$ cat src/rtl/spi_cmd_pkg.sv
// Shared types and constants for the SPI command controller.
package spi_cmd_pkg;

    typedef enum logic [2:0] {
        ST_IDLE  = 3'd0,
        ST_CMD   = 3'd1,
        ST_ADDR  = 3'd2,
        ST_WDATA = 3'd3,
        ST_RDATA = 3'd4,
        ST_STAT  = 3'd5,
        ST_DRAIN = 3'd6
    } spi_ctrl_state_t;

    localparam logic [7:0] CMD_WRITE  = 8'h01;
    localparam logic [7:0] CMD_READ   = 8'h02;
    localparam logic [7:0] CMD_STATUS = 8'h03;

    localparam logic [7:0] STATUS_ID_DEFAULT = 8'hA5;
    localparam logic [7:0] FILL_BYTE_DEFAULT = 8'hFF;

endpackage

$ cat src/rtl/spi_reg_bank.sv
// NUM_REGS x 8-bit register bank: one synchronous write port, two
// combinational read ports (transmit path and display path).
module spi_reg_bank #(
    parameter int unsigned NUM_REGS = 4,
    parameter int unsigned AW       = $clog2(NUM_REGS)
) (
    input  logic          clk,
    input  logic          reset,
    input  logic          we,
    input  logic [AW-1:0] waddr,
    input  logic [7:0]    wdata,
    input  logic [AW-1:0] raddr_tx,
    output logic [7:0]    rdata_tx,
    input  logic [AW-1:0] raddr_disp,
    output logic [7:0]    rdata_disp
);

    logic [7:0] regs [NUM_REGS];

    // Storage: cleared on reset, otherwise written on we
    always_ff @(posedge clk) begin
        if (reset) begin
            for (int unsigned i = 0; i < NUM_REGS; i++) begin
                regs[i] <= '0;
            end
        end else if (we) begin
            regs[waddr] <= wdata;
        end
    end

    // Read ports see pre-write contents within the writing cycle
    always_comb begin
        rdata_tx   = regs[raddr_tx];
        rdata_disp = regs[raddr_disp];
    end

endmodule

$ cat src/rtl/spi_cmd_controller.sv
// Turns the SPI slave byte stream into register transactions and
// serves transmit bytes on request.
module spi_cmd_controller
    import spi_cmd_pkg::*;
#(
    parameter int unsigned NUM_REGS  = 4,
    parameter logic [7:0]  STATUS_ID = STATUS_ID_DEFAULT,
    parameter logic [7:0]  FILL_BYTE = FILL_BYTE_DEFAULT
) (
    input  logic                        clk,
    input  logic                        reset,
    input  logic                        cs_active,
    input  logic                        rx_valid,
    input  logic [7:0]                  rx_byte,
    input  logic                        tx_req,
    output logic [7:0]                  tx_byte,
    output logic                        tx_valid,
    input  logic [$clog2(NUM_REGS)-1:0] reg_sel,
    output logic [7:0]                  reg_out,
    output logic                        busy,
    output logic                        err,
    output logic                        frame_done
);

    localparam int unsigned AW         = $clog2(NUM_REGS);
    localparam logic [7:0]  NUM_REGS_B = 8'(NUM_REGS);

    spi_ctrl_state_t state;
    logic [AW-1:0]   addr;
    logic [7:0]      cmd_q;
    logic            cs_q;
    logic            cs_armed;
    logic            cs_rise;
    logic            cs_fall;
    logic            wr_en;
    logic [7:0]      rd_tx;
    logic [7:0]      rd_disp;

    spi_reg_bank #(
        .NUM_REGS (NUM_REGS),
        .AW       (AW)
    ) u_bank (
        .clk        (clk),
        .reset      (reset),
        .we         (wr_en),
        .waddr      (addr),
        .wdata      (rx_byte),
        .raddr_tx   (addr),
        .rdata_tx   (rd_tx),
        .raddr_disp (reg_sel),
        .rdata_disp (rd_disp)
    );

    // Frame edge detection; a rise only counts once cs has been seen low
    // after reset, so a chip-select held high through reset starts nothing.
    always_comb begin
        cs_rise = cs_active & ~cs_q & cs_armed;
        cs_fall = ~cs_active & cs_q;
        wr_en   = (state == ST_WDATA) && rx_valid;
        busy    = (state != ST_IDLE);
    end

    // Registered chip-select and the post-reset arming flag
    always_ff @(posedge clk) begin
        if (reset) begin
            cs_q       <= 1'b0;
            cs_armed   <= 1'b0;
            frame_done <= 1'b0;
        end else begin
            cs_q       <= cs_active;
            frame_done <= cs_fall;
            if (!cs_active) begin
                cs_armed <= 1'b1;
            end
        end
    end

    // Command/address/data sequencing; the received byte is processed
    // before a coincident frame end forces IDLE
    always_ff @(posedge clk) begin
        if (reset) begin
            state <= ST_IDLE;
            addr  <= '0;
            cmd_q <= '0;
            err   <= 1'b0;
        end else begin
            case (state)
                ST_IDLE: begin
                    if (cs_rise) begin
                        state <= ST_CMD;
                        err   <= 1'b0;
                    end
                end
                ST_CMD: begin
                    if (rx_valid) begin
                        if (rx_byte == CMD_WRITE || rx_byte == CMD_READ) begin
                            cmd_q <= rx_byte;
                            state <= ST_ADDR;
                        end else if (rx_byte == CMD_STATUS) begin
                            state <= ST_STAT;
                        end else begin
                            state <= ST_DRAIN;
                            err   <= 1'b1;
                        end
                    end
                end
                ST_ADDR: begin
                    if (rx_valid) begin
                        if (rx_byte >= NUM_REGS_B) begin
                            state <= ST_DRAIN;
                            err   <= 1'b1;
                        end else begin
                            addr  <= rx_byte[AW-1:0];
                            state <= (cmd_q == CMD_READ) ? ST_RDATA : ST_WDATA;
                        end
                    end
                end
                ST_WDATA: begin
                    if (rx_valid) begin
                        addr <= addr + 1'b1;
                    end
                end
                ST_RDATA: begin
                    if (tx_req) begin
                        addr <= addr + 1'b1;
                    end
                end
                default: ;
            endcase
            if (cs_fall) begin
                state <= ST_IDLE;
            end
        end
    end

    // Transmit byte selection; tx_byte holds between requests
    always_ff @(posedge clk) begin
        if (reset) begin
            tx_byte  <= '0;
            tx_valid <= 1'b0;
        end else begin
            tx_valid <= tx_req;
            if (tx_req) begin
                case (state)
                    ST_RDATA: tx_byte <= rd_tx;
                    ST_STAT:  tx_byte <= STATUS_ID;
                    default:  tx_byte <= FILL_BYTE;
                endcase
            end
        end
    end

    // Display path register
    always_ff @(posedge clk) begin
        if (reset) begin
            reg_out <= '0;
        end else begin
            reg_out <= rd_disp;
        end
    end

endmodule

$ cat config.mk
export PLATFORM = sky130hd
export DESIGN_NAME = spi_cmd_controller
export DESIGN_NICKNAME = d
export VERILOG_FILES = /design/src/rtl/spi_cmd_pkg.sv /design/src/rtl/spi_reg_bank.sv /design/src/rtl/spi_cmd_controller.sv
export SDC_FILE = /design/constraint.sdc
export NUM_CORES = 1
export LEC_CHECK = 0
export ABC_AREA = 0
export CAP_MARGIN = 15
export CORE_MARGIN = 8
export CORE_UTILIZATION = 35
export CTS_BUF_LIST = sky130_fd_sc_hd__clkbuf_2
export DETAILED_ROUTE_END_ITERATION = 7
export GPL_ROUTABILITY_DRIVEN = 0
export SYNTH_ARGS = -nofsm -noshare
export SYNTH_HDL_FRONTEND = slang
export SYNTH_HIERARCHICAL = 1
export SYNTH_SLANG_ARGS = --single-unit
$ cat constraint.sdc
create_clock -name clk -period 4 [get_ports clk]
set_input_delay 0.8 -clock clk [delete_from_list [all_inputs] [get_ports clk]]
set_output_delay 0.8 -clock clk [all_outputs]
set_load 0.05 [all_outputs]
==> metrics.md <==
| Metric | Value |
|---|---|
| Status | finished clean |
| Top post-synthesis cells by area | edfxtp_1 31%, dfxtp_1 22%, mux4_2 12% |
| Gr ovfl total | 0 |
| Die H | 110 µm |
| Ratio of cells with drive above 1 in the final layout | 0.172 |
| Min cycle time layout | 2.93 ns |
| Most frequent cell after synthesis | dfxtp_1 |
| Worst Hold Depth | 2 |
| Seq/Total Area, Yosys | 0.529 |
| Post-route design area | 3600 µm² |
| Syn Area/Cell | 12.4 µm² |
| IO Port Bufs | 34 |
| RSZ-0062 raised after global routing | false |
| FF+latch count, synth | 66 |
| Largest stage delay, worst path | 0.80 ns |
| Top cells by count, synth | 34 x dfxtp_1, 32 x and2_1, 32 x edfxtp_1 |
| Overall Global Routing Usage | 0.121 |
| Net Count, Synth | 265 |
| Top_reg_cell synth | dfxtp_1 |
| CTS tree | done |
| # rows | 34 |
| Core area | 8680 µm² |
| Yosys top cell by area | edfxtp_1 |
| Final core utilization | 0.415 |
| Clk buf depth | 2 |
| WS Path Type | register to output pin |
| Top cell type's share of synthesized area | 0.310 |
| Root buf cell | clkbuf_2 |
| Number of global-route vias before repair | 1994 |
| Crit path buffers/inverters | 1 |
| CP delay by family, top | buffers and inverters |
| Detailed Route Iter0 Violations | 145 |
| Ys Warns | 6 |
| Synth cell types | 50 |
| DRC | 0 |
| Endpoints failing hold | 0 |
| Skew-Pair Late Insertion Delay | 0.50 ns |
| Nature of the critical path endpoint | output pin |
| Area delta synth->final | 16.2% |
| Boundary Pins | 35 |
| Synth async-reset ratio | 0 |
| Pre-CTS setup slack | 0.932 ns |
| Nets@finish | 300 |
| Relative slew slack | 0.371 |
| Total CTS buffers | 9 |
| CP max FO | 17 |
| VDD IR max | 0.000118 V |
| Final Max Slew Viols | 0 |
| Worst r2r path cells | 4 |
| Post-detail-place hpwl | 4.73 mm |
| Final WS setup | 1.07 ns |
| Arrival time worst endpoint | 2.13 ns |
| Critical Path, Cell by Cell | or3_1 > clkdlybuf4s50_1 |
| Mapped cell area | 3100 µm² |
| Slowest stage cell, crit path | clkdlybuf4s50_1 |
| H-tree Lvls | 3 |
| Critical Path RT | 3.20 ns |
| Pwr/cell area | 445 nW/µm² |
| Die Wd | 110 µm |
| Slew @ Worst Pin | 0.943 ns |
| Fmax | 0.341 GHz |
| Crit path launch type | register |
| Final cycle utilization of the critical path | 0.733 |
| Clock skew | 0.0142 ns |
| DR vias | 2047 |
| Post-DRT Antenna Nets | 0 |
| Global-route wire length before repair | 10.8 mm |
| Setup TNS | 0 ns |
| Leakage | 1.27 nW |
| DRT Pass-1 Iters | 4 |
| Critical Path Stages | 2 |
| Clock sink total | 66 |
| Clock transition at path regs | 0.18 ns |
| Wire length per cell | 17.1 µm |
| Die Area | 12100 µm² |
| Final setup vio count | 0 |
| Hold buffers post-CTS | 0 |
| Area after DPL | 3520 µm² |
| Post-synth EDFFs | 32 |
| Gate Count Post-Synth | 250 |
| Worst hold path type | register to register |
| Vias per std cell | 5.13 |
| Post-CTS Setup Inserts | 0 |
| Post-Route WL | 6.81 mm |
| Max_cap viols | 0 |
| Largest net degree at the start of global routing | 29 |
| Initial Util | 0.357 |
| Antenna violations before repair | 1 |
| Post_cts resized | 0 |
worst min-delay path, stage by stage (launching register included):
cell and delay (ns):
dfxtp_1 0.35, inv_1 0.05, a21oi_1 0.05
flip-flops by register name (all words and copies together), names as in the netlist:
name / count
err: 1
cs_q: 1
addr: 2
tx_valid: 1
u_bank/regs: 32
tx_byte: 8
cs_armed: 1
state: 3
reg_out: 8
frame_done: 1
cmd_q: 8
area by class of cell:
type | count | area, µm²
antenna | 1 | 2.50
clock buffer | 9 | 45.0
clock inverter | 7 | 36.3
fill | 859 | 5080
inverter | 4 | 15.0
multi-input combinational | 169 | 1380
sequential | 66 | 1640
tap | 108 | 135
timing repair buffer | 35 | 348
kinds of logic after synthesis:
| logic type | synth area share |
|---|---|
| DFF | 0.529 |
| xor gates and xnor gates | 0.00565 |
| AOI/OAI and AO/OA | 0.0734 |
| and+or+nand+nor | 0.243 |
| muxes | 0.123 |
| buffers and inverters | 0.0258 |
per-layer routing:
layer | part of all wire | GRT usage
met2 | 0.49 | 0.193
met3 | 0.058 | 0.0424
met4 | 0.022 | 0.0590
met5 | 0 | 0
met1 | 0.43 | 0.143
final timing paths:
path	start	end	slack [ns]
setup / recovery	state[0]	busy	1.07
hold / removal	cs_armed	cs_armed	0.47
setup reg to reg	state[1]	u_bank/regs[2][7]	1.77
hold reg to reg	cs_armed	cs_armed	0.47
cell usage in the layout (no fill, tap or decap), types with 7 or more instances in the layout:
| cell type | count |
|---|---|
| dfxtp_1 | 34 |
| clkdlybuf4s50_1 | 34 |
| and2_1 | 32 |
| edfxtp_1 | 32 |
| nor2_1 | 21 |
| mux4_2 | 16 |
| nor2b_1 | 13 |
| nand2b_1 | 9 |
| clkbuf_2 | 9 |
| a21oi_1 | 8 |
| and2_2 | 8 |
| a211oi_1 | 7 |
metrics by stage:
stage / hold WS [ns] / std cells / power, W
6_report: 0.466 / 399 / 0.00160
5_1_grt: 0.495 / 399 / 0.00170
4_1_cts: 0.464 / 398 / 0.00162
3_5_place_dp: 0.441 / 382 / 0.00131
3_3_place_gp: 0.432 / 382 / 0.00130
2_1_floorplan: 0.425 / 250 / 0.00118
power by group:
group / internal (W) / switching [W]
Clock: 0.0000730 / 0.000242
Sequential: 0.000756 / 0.0000813
Combinational: 0.000205 / 0.000245
Note: power is estimated with default switching activity, not from simulation.
